`config.mk`:
```
export PLATFORM = sky130hd
export DESIGN_NAME = multicast_issue_buffer
export DESIGN_NICKNAME = d
export VERILOG_FILES = /design/src/rtl/multicast_issue_buffer_pkg.sv /design/src/rtl/multicast_issue_buffer_fifo.sv /design/src/rtl/multicast_issue_buffer.sv
export SDC_FILE = /design/constraint.sdc
export NUM_CORES = 1
export LEC_CHECK = 0
export CELL_PAD_IN_SITES_DETAIL_PLACEMENT = 1
export CELL_PAD_IN_SITES_GLOBAL_PLACEMENT = 2
export CORE_ASPECT_RATIO = 1.25
export CORE_MARGIN = 2
export CORE_UTILIZATION = 35
export CTS_BUF_LIST = sky130_fd_sc_hd__clkbuf_8
export DETAILED_ROUTE_END_ITERATION = 16
export PLACE_DENSITY_LB_ADDON = 0.05
export SYNTH_ARGS = -nofsm -noshare
export SYNTH_HDL_FRONTEND = slang
export SYNTH_SLANG_ARGS = --single-unit
export TNS_END_PERCENT = 100
```
`constraint.sdc`:
```
create_clock -name clk -period 3.4 [get_ports clk]
set_input_delay 1.02 -clock clk [delete_from_list [all_inputs] [get_ports clk]]
set_output_delay 1.02 -clock clk [all_outputs]
set_load 0.03 [all_outputs]
```
`src/rtl/multicast_issue_buffer_pkg.sv`:
```
// Shared types for the multicast issue buffer.
// Tag/packet widths match the downstream multicast controllers.
package multicast_issue_buffer_pkg;

    localparam int MC_ADDRESS_WIDTH = 4;
    localparam int MC_BITWIDTH      = 16;
    localparam int MC_DEPTH         = 4;
    localparam int MC_COUNT_WIDTH   = 16;

    typedef logic [MC_ADDRESS_WIDTH-1:0] tag_t;

    typedef struct packed {
        tag_t                   tag;
        logic [MC_BITWIDTH-1:0] value;
    } packet_t;

    typedef enum logic {
        EMPTY = 1'b0,
        HOLD  = 1'b1
    } state_t;

endpackage

```
`src/rtl/multicast_issue_buffer_fifo.sv`:
```
// Synchronous packet FIFO feeding the bus output stage.
// Power-of-two depth; pointers wrap naturally.
module mc_packet_fifo #(
    parameter int WIDTH = 20,
    parameter int DEPTH = 4
) (
    input  logic                     clk,
    input  logic                     rst,
    input  logic                     push_i,
    input  logic [WIDTH-1:0]         wdata_i,
    input  logic                     pop_i,
    output logic [WIDTH-1:0]         rdata_o,
    output logic [$clog2(DEPTH):0]   count_o,
    output logic                     full_o,
    output logic                     empty_o
);

    localparam int AW = $clog2(DEPTH);
    localparam int CW = AW + 1;

    logic [WIDTH-1:0] mem_q [DEPTH];
    logic [AW-1:0]    wptr_q, wptr_d;
    logic [AW-1:0]    rptr_q, rptr_d;
    logic [CW-1:0]    count_q, count_d;
    logic             do_push;
    logic             do_pop;

    assign full_o  = (count_q == CW'(DEPTH));
    assign empty_o = (count_q == '0);
    assign count_o = count_q;
    assign rdata_o = mem_q[rptr_q];

    assign do_push = push_i & ~full_o;
    assign do_pop  = pop_i & ~empty_o;

    // Pointer and occupancy next-state
    always_comb begin
        wptr_d  = wptr_q;
        rptr_d  = rptr_q;
        count_d = count_q;
        if (do_push) begin
            wptr_d = wptr_q + AW'(1);
        end
        if (do_pop) begin
            rptr_d = rptr_q + AW'(1);
        end
        unique case ({do_push, do_pop})
            2'b10:   count_d = count_q + CW'(1);
            2'b01:   count_d = count_q - CW'(1);
            default: count_d = count_q;
        endcase
    end

    // Pointer and occupancy registers
    always_ff @(posedge clk or posedge rst) begin
        if (rst) begin
            wptr_q  <= '0;
            rptr_q  <= '0;
            count_q <= '0;
        end else begin
            wptr_q  <= wptr_d;
            rptr_q  <= rptr_d;
            count_q <= count_d;
        end
    end

    // Storage array; contents are don't-care until written
    always_ff @(posedge clk) begin
        if (do_push) begin
            mem_q[wptr_q] <= wdata_i;
        end
    end

endmodule

```
`src/rtl/multicast_issue_buffer.sv`:
```
// Multicast bus issue buffer: FIFO plus a registered output stage
// that holds each packet until every controller accepts it.
module multicast_issue_buffer
    import multicast_issue_buffer_pkg::*;
#(
    parameter int ADDRESS_WIDTH = MC_ADDRESS_WIDTH,
    parameter int BITWIDTH      = MC_BITWIDTH,
    parameter int DEPTH         = MC_DEPTH
) (
    input  logic                     clk,
    input  logic                     rst,
    input  logic                     program_i,
    input  logic                     wr_valid,
    output logic                     wr_ready,
    input  logic [ADDRESS_WIDTH-1:0] wr_tag,
    input  logic [BITWIDTH-1:0]      wr_value,
    output logic                     controller_enable,
    input  logic                     controller_ready,
    output logic [ADDRESS_WIDTH-1:0] tag,
    output logic [BITWIDTH-1:0]      input_value,
    output logic [15:0]              issued_count,
    output logic                     busy
);

    localparam int PW = ADDRESS_WIDTH + BITWIDTH;
    localparam int CW = $clog2(DEPTH) + 1;

    state_t                   state_q, state_d;
    logic [ADDRESS_WIDTH-1:0] out_tag_q, out_tag_d;
    logic [BITWIDTH-1:0]      out_value_q, out_value_d;
    logic [15:0]              issued_q, issued_d;

    logic [PW-1:0]            fifo_rdata;
    logic [CW-1:0]            fifo_count;
    logic                     fifo_full;
    logic                     fifo_empty;
    logic                     push;
    logic                     pop;
    logic                     xfer;
    logic                     out_valid;

    assign out_valid = (state_q == HOLD);
    assign wr_ready  = ~fifo_full;
    assign push      = wr_valid & wr_ready;

    assign controller_enable = out_valid & ~program_i;
    assign xfer              = controller_enable & controller_ready;

    assign tag          = out_tag_q;
    assign input_value  = out_valid ? out_value_q : '0;
    assign issued_count = issued_q;
    assign busy         = (fifo_count != '0) | out_valid;

    mc_packet_fifo #(
        .WIDTH (PW),
        .DEPTH (DEPTH)
    ) u_fifo (
        .clk     (clk),
        .rst     (rst),
        .push_i  (push),
        .wdata_i ({wr_tag, wr_value}),
        .pop_i   (pop),
        .rdata_o (fifo_rdata),
        .count_o (fifo_count),
        .full_o  (fifo_full),
        .empty_o (fifo_empty)
    );

    // Output stage: load from FIFO when empty or when the held packet leaves
    always_comb begin
        state_d     = state_q;
        out_tag_d   = out_tag_q;
        out_value_d = out_value_q;
        issued_d    = issued_q;
        pop         = 1'b0;
        if (xfer) begin
            issued_d = issued_q + 16'd1;
        end
        unique case (state_q)
            EMPTY: begin
                if (~fifo_empty & ~program_i) begin
                    pop     = 1'b1;
                    state_d = HOLD;
                end
            end
            HOLD: begin
                if (xfer) begin
                    if (~fifo_empty) begin
                        pop = 1'b1;
                    end else begin
                        state_d = EMPTY;
                    end
                end
            end
            default: state_d = EMPTY;
        endcase
        if (pop) begin
            out_tag_d   = fifo_rdata[PW-1:BITWIDTH];
            out_value_d = fifo_rdata[BITWIDTH-1:0];
        end
    end

    // Output stage and transfer counter registers
    always_ff @(posedge clk or posedge rst) begin
        if (rst) begin
            state_q     <= EMPTY;
            out_tag_q   <= '0;
            out_value_q <= '0;
            issued_q    <= '0;
        end else begin
            state_q     <= state_d;
            out_tag_q   <= out_tag_d;
            out_value_q <= out_value_d;
            issued_q    <= issued_d;
        end
    end

endmodule
```
==> summary.txt, run 1 <==
Clock network
  – Number of post-CTS setup repair buffers: 0
  – TritonCTS clock tree: done
  – PostCTS Resize Cnt: 0
  – # hold bufs at CTS: 0
  – Clock slew at reported path FFs: 0.07 ns
  – Clock Tree Buf Depth: 2
  – Worst-Skew Late Latency: 0.43 ns
  – Root buffer cell: clkbuf_8
  – Clock Sink Count: 124
  – Htree depth: 4
  – Total CTS buffers: 17

Timing
  – Fin Setup TNS: 0 ns
  – Fmax: 311 MHz
  – Unrepaired setup endpoints after global routing: no
  – Fin crit share: 94.6%
  – Worst setup margin: 0.185 ns
  – Min cycle time layout: 3.22 ns
  – Slew Limit Fails: 0
  – Worst hold slack: 0.479 ns
  – Worst slew pin tran: 0.617 ns
  – Setup violations, final: 0
  – Clock skew: 0.00757 ns
  – Rel. slew slack: 58.8%
  – Final hold vios: 0

Power
  – Flop pwr share: 43.0%
  – Leak pwr: 2.31 nW
  – Clock power share: 23.8%
  – Cell Int Power: 3.58 mW
  – PnR Total Power: 5.24 mW
  – Net Sw Frac: 31.6%
  – Sw power: 1.66 mW
  – Pwr Density: 846 nW/um2
  – Peak supply drop: 0.309 mV
  – Comb pwr share: 33.2%

Cells and area
  – Final core utilization: 44.8%
  – Design Area, Final: 6190 um2
  – # fillers: 1375
  – Share of cells above drive strength 1: 24.2%
  – FF+latch area: 3500 um2
  – Finished Layout Cells: 538
  – Footprint of the multi-input gates: 1340 um2
  – Inserted Diodes: 0
  – NumNets Final: 382
  – Area Growth Syn to Fin: 25.5%

Detailed routing
  – Post-Route WL: 9.62 mm
  – Vias per Instance: 4.76
  – DRT iter0 DRCs: 84
  – Routed wl met3: 395 um
  – Vias: 2560
  – Met2 wire length: 5.27 mm
  – M1 WL: 3.77 mm
  – Routed Antenna Nets: 0
  – Top Metal Used: met4
  – Initial DRT Pass Iterations: 4
  – Avg WL per Cell: 17.9 um
  – # DRC: 0

Synthesis
  – Distinct cells, synth: 31
  – Synth area leaders: edfxtp_1 (49%), dfrtp_1 (22%), mux4_2 (8.7%)
  – Most common cell in the netlist: edfxtp_1
  – FF+latch count, synth: 124
  – Synth area leader: edfxtp_1
  – Synth Instances: 264
  – Async set-or-reset flop fraction in the synthesized netlist: 35.5%
  – Post-synth EDFFs: 80
  – Top post-synthesis cells by count: edfxtp_1 (80), dfrtp_1 (44), mux2_2 (21)
  – Mean post-synth cell area: 18.7 um2
  – Post-Syn Nets: 296
  – Yosys top cell area share: 48.7%
  – Mapped Area: 4940 um2
  – Ys Warns: 0
  – Top_reg_cell synth: edfxtp_1
  – Sequential area share after synthesis: 71.0%

Setup path
  – Startpoint type of the worst setup path: register
  – Worst-path fanout max: 15
  – WP data required: 2.38 ns
  – Critical path type: register to primary output
  – Reg-to-Reg Start: u_fifo.count_o[0]
  – Reg-to-Reg End: u_fifo.count_o[2]
  – Reg-to-reg setup timing slack: 1.26 ns
  – Crit path arrival time: 2.20 ns
  – Worst setup EP type: primary output
  – R2R cell count: 10

Job
  – Max Cap Viol: 0

Global route
  – First-pass GRT wire length: 15.2 mm
  – GRT Total Usage: 14.3%
  – Antenna violations before repair: 0
  – Vias in the first global route: 2744
  – Total grt overflow: 0
  – Largest net degree at the start of global routing: 26

Placed design
  – Port bufs: 63
  – GPL Wtd Cong: 0.678
  – Hpwl dp: 6.20 mm
  – Placement-stage cell area: 5810 um2
  – Pre-CTS WS: 0.337 ns
  – Inst Count DP: 506

Floorplanning
  – Chip width: 110 um
  – Chip height: 137 um
  – Io pins: 64
  – Starting Density: 35.7%
  – Core footprint: 13800 um2
  – FP Rows: 48
  – Full die area: 15100 um2

Hold path
  – HP Start: issued_count[15]
  – Hold WC Path Type: register to register
  – Hold Path Sink: issued_count[15]
  – WHS Path Cells: 1

Run status
  – Status: finished, final reports clean
## critical path, stage by stage, from the launching register on
cell and delay (ns):
dfrtp_1 0.72, buf_4 0.24, and2_1 0.13, clkdlybuf4s50_1 0.66
## power by group through the flow
stage          clock, mW  sequential, mW  combinational, mW
2_1_floorplan          0            2.30               1.13
3_3_place_gp           0            2.28               1.78
3_5_place_dp           0            2.30               1.79
4_1_cts             1.29            2.27               1.79
5_1_grt             1.36            2.31               1.90
6_report            1.25            2.25               1.74
## how the worst max path moves through the flow
stage	start	to	slack [ns]
after floorplan	controller_ready	u_fifo.count_o[2]	0.77
after global placement	controller_ready	u_fifo.count_o[2]	0.36
after detailed placement	controller_ready	u_fifo.count_o[2]	0.34
after CTS	out_valid	input_value[13]	0.06
after global routing	out_valid	input_value[11]	0.02
final	out_valid	input_value[13]	0.18
## cell families after synthesis
| logic type | after synthesis | synth area share [%] |
|---|---|---|
| DFF | 124 | 71.0 |
| and+or+nand+nor | 49 | 6.39 |
| muxes | 43 | 14.5 |
| xor gates and xnor gates | 21 | 3.73 |
| buffers and inverters | 17 | 1.90 |
| adders and majority gates | 7 | 1.93 |
| AOI/OAI and AO/OA | 3 | 0.608 |
## area by class of cell
cell class                      count  share of cell area, %
Clock buffer                       20                   4.44
Timing Repair Buffer               75                   11.6
Tap cell                          175                   3.53
Clock inverter                     12                   1.70
Inverter                            9                  0.545
Multi-Input combinational cell    123                   21.6
Sequential cell                   124                   56.6
## flip-flops by register name (all words and copies together), names as in the netlist
register / flops
u_fifo.count_o: 3
issued_count: 16
out_value_q: 16
tag: 4
u_fifo.wptr_q: 2
u_fifo.mem_q: 80
out_valid: 1
u_fifo.rptr_q: 2
## cells in the final DEF (no fill, tap or decap), drive strengths merged, types with 2 or more instances in the layout
cell type / n
clkinv: 5
nand4: 4
xnor2: 15
dfrtp: 44
xor2: 6
buf: 13
mux4: 20
o21ai: 2
nor2: 3
ha: 6
nand2: 6
mux2: 22
inv: 13
and2: 17
clkbuf: 20
and3: 6
bufinv: 2
nor3: 3
edfxtp: 80
clkdlybuf4s50: 62
nand3: 4
## per-layer routing
layer	up-vias	global-route usage, %
met5	-	0
met4	0	6.88
met3	15	4.14
met2	53	25.0
met1	1329	15.8
li1	1163	-
(Power assumes the default switching activity.)
==> run 2: changes to the inputs <==
--- a/config.mk
+++ b/config.mk
@@ -9,7 +9,7 @@
 export CELL_PAD_IN_SITES_GLOBAL_PLACEMENT = 2
 export CORE_ASPECT_RATIO = 1.25
 export CORE_MARGIN = 2
-export CORE_UTILIZATION = 35
+export CORE_UTILIZATION = 46
 export CTS_BUF_LIST = sky130_fd_sc_hd__clkbuf_8
 export DETAILED_ROUTE_END_ITERATION = 16
 export PLACE_DENSITY_LB_ADDON = 0.05
==> run 2 against run 1 <==
Compared with the run above:
- critical path depth stayed put
- worst hold slack worse by 0.0059 ns
- wire length is 4.9% lower
- core utilization is 13 points higher
- sequential power hardly changed
- setup slack worse by 0.020 ns
- design area is 1.4% lower
- die area is 23% lower
- non-clock buffer count is 3 lower
- combinational power is 3% lower
- global-route usage is 3.5 points higher
- largest cell class unchanged
- clock-buffer cell count is 1 lower
==> summary.txt, run 2 (synthesis results as in run 1) <==
Job
  – Max Cap Viol: 0 (unchanged)

Clock network
  – Number of post-CTS setup repair buffers: 0 (unchanged)
  – Clock slew at reported path FFs: 0.07 ns (about the same)
  – Root buffer cell: clkbuf_8
  – Clock Tree Buf Depth: 2 (unchanged)
  – TritonCTS clock tree: done
  – Worst-Skew Late Latency: 0.41 ns (-0.02 ns)
  – Total CTS buffers: 17 (unchanged)
  – Clock Sink Count: 124 (unchanged)
  – # hold bufs at CTS: 0 (unchanged)
  – Htree depth: 4 (unchanged)
  – PostCTS Resize Cnt: 0 (unchanged)

Setup path
  – WP data required: 2.38 ns (about the same)
  – Reg-to-Reg Start: u_fifo.count_o[0]
  – Worst setup EP type: primary output
  – Startpoint type of the worst setup path: input port
  – Worst setup path startpoint: program_i
  – Critical path type: input port to primary output
  – Worst-path fanout max: 2 (-13)
  – Crit path arrival time: 2.22 ns (+0.02 ns)

Detailed routing
  – DRT iter0 DRCs: 101 (+20%)
  – Initial DRT Pass Iterations: 4 (unchanged)
  – Avg WL per Cell: 18.6 um (+4.0%)
  – Post-Route WL: 9.15 mm (-4.9%)
  – Vias per Instance: 5.24 (+10%)
  – Routed Antenna Nets: 0 (unchanged)
  – # DRC: 0 (unchanged)
  – Vias: 2579 (+0.74%)

Floorplanning
  – FP Rows: 42 (-13%)
  – Starting Density: 47.0% (+11 points)
  – Chip height: 120 um (-12%)
  – Io pins: 64 (unchanged)
  – Full die area: 11600 um2 (-23%)
  – Core footprint: 10500 um2 (-24%)
  – Chip width: 96.7 um (-12%)

Run status
  – Status: finished, final reports clean

Power
  – Leak pwr: 2.27 nW (-1.9%)
  – Peak supply drop: 0.389 mV (+26%)
  – Pwr Density: 838 nW/um2 (-0.90%)

Global route
  – Met2 global-route usage: 30.9% (+5.9 points)
  – GRT busiest layer: met2
  – Largest net degree at the start of global routing: 23 (-12%)
  – First-pass GRT wire length: 15.2 mm (about the same)
  – Vias in the first global route: 2817 (+2.7%)
  – Antenna violations before repair: 0 (unchanged)
  – Total grt overflow: 0 (unchanged)
  – GR Util met3: 5.82% (+1.7 points)
  – Met1 Use GR: 20.7% (+4.9 points)
  – GRT Total Usage: 17.8% (+3.5 points)

Timing
  – Fmax: 309 MHz (-0.63%)
  – Unrepaired setup endpoints after global routing: no
  – Slew Limit Fails: 0 (unchanged)
  – Fin Setup TNS: 0 ns (unchanged)
  – Rel. slew slack: 33.1% (-26 points)
  – Clock skew: 0.00808 ns (+0.000507 ns)
  – Min cycle time layout: 3.24 ns (+0.0203 ns)
  – Fin crit share: 95.2% (+0.60 points)
  – Setup violations, final: 0 (unchanged)
  – Worst slew pin tran: 1.00 ns (+0.387 ns)
  – Final hold vios: 0 (unchanged)

Cells and area
  – Share of cells above drive strength 1: 24.2% (-0.076 points)
  – Inserted Diodes: 0 (unchanged)
  – Most common library cell in the layout ignoring fill and taps: edfxtp_1
  – Footprint of the multi-input gates: 1340 um2 (unchanged)
  – Final core utilization: 58.1% (+13 points)
  – Most frequent cells in the layout: edfxtp_1 (80), clkdlybuf4s50_1 (63), dfrtp_1 (43), mux2_2 (21)
  – Max reg flops: 80 (unchanged)
  – Reg with most FFs: u_fifo.mem_q
  – FF+latch area: 3500 um2 (about the same)
  – Area Growth Syn to Fin: 23.7%
  – # fillers: 957 (-30%)
  – Design Area, Final: 6110 um2 (-1.4%)
  – NumNets Final: 379 (-0.79%)

Hold path
  – Hold WC Path Type: register to register
  – HP Start: issued_count[15]

Placed design
  – GPL Wtd Cong: 0.693 (+2.3%)
  – Placement-stage cell area: 5740 um2 (-1.3%)
  – Hpwl dp: 5.74 mm (-7.4%)
  – Port bufs: 63 (unchanged)
run 2: cell types whose count changed in the layout (fill, tap and decap cells not counted):
cell             previous run  this run
buf_4                      13         9
bufinv_16                   2         1
clkbuf_8                   20        19
clkdlybuf4s50_1            62        63
clkinv_2                    3         2
clkinv_4                    0         2
clkinvlp_4                  1         4
dfrtp_1                    44        43
dfrtp_2                     0         1
inv_1                      11         9
run 2: final timing paths:
path                                endpoint  slack, ns  depth (start not counted)
max                        controller_enable       0.16                          3
min                         issued_count[15]       0.47                          1
max reg2reg                u_fifo.count_o[2]       1.28                         10
min reg2reg                 issued_count[15]       0.47                          1
max in group asynchronous     out_value_q[5]       1.87                          3
min in group asynchronous    issued_count[2]       0.93                          2
run 2: area by class of cell:
class	count	area share (%)
clock buffers	19	4.28
clock inverters	13	1.68
inverters	9	0.553
multi-input cells	123	21.9
flip-flops and latches	124	57.4
well taps	132	2.70
repair buffers	72	11.4
run 2: power breakdown:
group / internal, mW / switching, mW / total (mW)
clock network: 0.604 / 0.549 / 1.15
registers: 2.02 / 0.261 / 2.28
logic: 0.851 / 0.830 / 1.68
total: 3.48 / 1.64 / 5.12
run 2: per-layer routing:
| metal | vias up | routed length [um] |
|---|---|---|
| met1 | 1353 | 3760 |
| li1 | 1157 | - |
| met5 | - | 0 |
| met3 | 11 | 324 |
| met2 | 58 | 4950 |
| met4 | 0 | 119 |
run 2: stage by stage:
stage	worst slack [ns]	total power, mW	hold slack, ns	std cells
CTS	0.0173	5.22	0.482	492
floorplan	0.773	3.43	0.472	264
global route	0.112	5.43	0.515	492
global placement	0.155	4.00	0.464	460
finish	0.165	5.12	0.473	492
detailed placement	0.157	4.05	0.471	460
run 2: worst max-delay path, cell delays in order:
cell	delay [ns]
clkdlybuf4s50_1	0.42
nor2b_1	0.11
clkdlybuf4s50_1	0.67
==> run 3: changes to the inputs <==
--- a/config.mk
+++ b/config.mk
@@ -5,6 +5,7 @@
 export SDC_FILE = /design/constraint.sdc
 export NUM_CORES = 1
 export LEC_CHECK = 0
+export ABC_CLOCK_PERIOD_IN_PS = 3400
 export CELL_PAD_IN_SITES_DETAIL_PLACEMENT = 1
 export CELL_PAD_IN_SITES_GLOBAL_PLACEMENT = 2
 export CORE_ASPECT_RATIO = 1.25
==> constraint.sdc (replaced) <==
create_clock -name clk -period 3.4 [get_ports clk]
set_input_delay 0.85 -clock clk [delete_from_list [all_inputs] [get_ports clk]]
set_output_delay 0.85 -clock clk [all_outputs]
set_load 0.03 [all_outputs]
==> run 3 against run 2 <==
Compared with the run above:
- combinational power is essentially flat
- design area up 0.39%
- largest cell class unchanged
- critical path type is now register to primary output
- critical endpoint is now input_value[7]
- non-clock buffer count decreased by 2
- core utilization up 0.23 points
- global-route usage hardly changed
- via count fell by 1.6%
- fmax up 4.0%
- sequential share of layout area fell by 0.24 points
==> summary.txt, run 3 (synthesis results as in run 1) <==
Detailed routing
  – Routed Antenna Nets: 0 (unchanged)
  – Post-Route WL: 9.23 mm (+0.86%)
  – Avg WL per Cell: 18.8 um (+1.3%)
  – Vias per Instance: 5.18 (-1.1%)
  – DRT iter0 DRCs: 118 (+17%)
  – # DRC: 0 (unchanged)
  – Vias: 2539 (-1.6%)
  – Initial DRT Pass Iterations: 4 (unchanged)

Clock network
  – Number of post-CTS setup repair buffers: 0 (unchanged)
  – Root buffer cell: clkbuf_8
  – TritonCTS clock tree: done
  – Clock Tree Buf Depth: 2 (unchanged)
  – Clock Sink Count: 124 (unchanged)
  – # hold bufs at CTS: 0 (unchanged)
  – Worst-Skew Late Latency: 0.42 ns (about the same)
  – Total CTS buffers: 17 (unchanged)
  – Clock slew at reported path FFs: 0.07 ns (about the same)
  – PostCTS Resize Cnt: 0 (unchanged)
  – Htree depth: 4 (unchanged)

Hold path
  – WHS Path Cells: 1 (unchanged)
  – HP Start: issued_count[15]
  – Hold Path Sink: issued_count[15]
  – Hold WC Path Type: register to register

Setup path
  – Startpoint type of the worst setup path: register
  – Slowest cell on crit path: dfrtp_1
  – Crit path max-delay family: flip-flops
  – Reg-to-reg setup timing slack: 1.20 ns (-0.08 ns)
  – Worst Path Buf+Inv: 1 (-1)
  – Crit-path max cell delay: 0.91 ns (+0.24 ns)
  – CP cell instances: and2_1, clkdlybuf4s50_1
  – R2R cell count: 7 (-3)
  – Worst setup path startpoint: out_valid
  – Worst setup EP type: primary output
  – Reg-to-Reg End: u_fifo.count_o[2]
  – Crit path arrival time: 2.26 ns (+0.04 ns)
  – WP data required: 2.55 ns (+0.17 ns)
  – Reg-to-Reg Start: out_valid
  – Worst-path fanout max: 22 (+20)
  – Critical path type: register to primary output

Timing
  – Fmax: 321 MHz (+4.0%)
  – Unrepaired setup endpoints after global routing: no
  – Final hold vios: 0 (unchanged)
  – Min cycle time layout: 3.11 ns (-0.125 ns)
  – Clock skew: 0.00804 ns (-0.0000430 ns)
  – Worst setup margin: 0.289 ns (+0.125 ns)
  – Fin crit share: 91.5% (-3.7 points)
  – Worst slew pin tran: 1.03 ns (+0.0304 ns)
  – Fin Setup TNS: 0 ns (unchanged)
  – Setup violations, final: 0 (unchanged)
  – Rel. slew slack: 31.1% (-2.0 points)
  – Slew Limit Fails: 0 (unchanged)

Power
  – Leak pwr: 2.29 nW (+0.99%)
  – Pwr Density: 862 nW/um2 (+2.8%)
  – Peak supply drop: 0.401 mV (+3.3%)

Placed design
  – Hpwl dp: 5.57 mm (-2.9%)
  – Port bufs: 63 (unchanged)
  – GPL Wtd Cong: 0.682 (-1.7%)
  – Pre-CTS WS: 0.339 ns (+0.182 ns)
  – Placement-stage cell area: 5730 um2 (-0.26%)

Cells and area
  – Max reg flops: 80 (unchanged)
  – Area Growth Syn to Fin: 24.2%
  – Design Area, Final: 6130 um2 (+0.39%)
  – Most common library cell in the layout ignoring fill and taps: edfxtp_1
  – NumNets Final: 377 (-0.53%)
  – Share of cells above drive strength 1: 22.6% (-1.5 points)
  – Inserted Diodes: 0 (unchanged)
  – Reg with most FFs: u_fifo.mem_q
  – # fillers: 969 (+1.3%)
  – Most frequent cells in the layout: edfxtp_1 (80), clkdlybuf4s50_1 (63), dfrtp_1 (44), mux2_2 (21), clkbuf_8 (20)

Global route
  – Vias in the first global route: 2801 (-0.57%)
  – First-pass GRT wire length: 15.2 mm (about the same)
  – Antenna violations before repair: 0 (unchanged)
  – GRT Total Usage: 17.7% (-0.034 points)
  – Largest net degree at the start of global routing: 45 (+96%)
  – Total grt overflow: 0 (unchanged)

Job
  – Max Cap Viol: 0 (unchanged)

Floorplanning
  – Chip height: 120 um (unchanged)
  – Io pins: 64 (unchanged)
  – Chip width: 96.7 um (unchanged)
  – Core footprint: 10500 um2 (unchanged)
  – Starting Density: 47.0% (unchanged)
  – FP Rows: 42 (unchanged)
  – Full die area: 11600 um2 (unchanged)

Run status
  – Status: finished, final reports clean
==> run 3: worst max path at each step <==
stage	endpoint	slack [ns]	depth (start not counted)
floorplan	u_fifo.count_o[2]	0.94	9
global placement	controller_enable	0.37	3
detailed placement	controller_enable	0.34	3
CTS	input_value[0]	0.17	2
global route	input_value[11]	0.10	2
finish	input_value[7]	0.29	2
==> run 3: per-stage QoR <==
step | power [mW] | hold slack, ns | cells | utilization, %
after floorplan | 3.43 | 0.472 | 264 | -
after global routing | 5.57 | 0.516 | 490 | 58.3
final | 5.28 | 0.473 | 490 | 58.3
after detailed placement | 4.05 | 0.470 | 458 | 54.5
after CTS | 5.37 | 0.480 | 490 | 58.3
after global placement | 4.00 | 0.463 | 458 | 54.5
==> run 3: cell type report <==
cell class	instances	area (um2)	area share [%]
clock buffers	20	275	4.49
multi-input cells	123	1340	21.9
repair buffers	70	683	11.1
well taps	132	165	2.69
clock inverters	12	129	2.10
flip-flops and latches	124	3500	57.2
inverters	9	33.8	0.551
==> run 3: where the power goes <==
group	leakage [nW]	switching, mW	internal [mW]	total, mW
clock	0.213	0.531	0.764	1.30
combinational	0.802	0.838	0.855	1.69
sequential	1.27	0.271	2.02	2.30
total	2.29	1.64	3.64	5.28
==> run 3: metal layers <==
metal,up-vias,global-route usage (%),wire length [um]
li1,1152,-,-
met3,7,5.77,421
met4,0,6.87,93
met1,1319,20.7,3720
met5,-,0,0
met2,61,30.6,5000
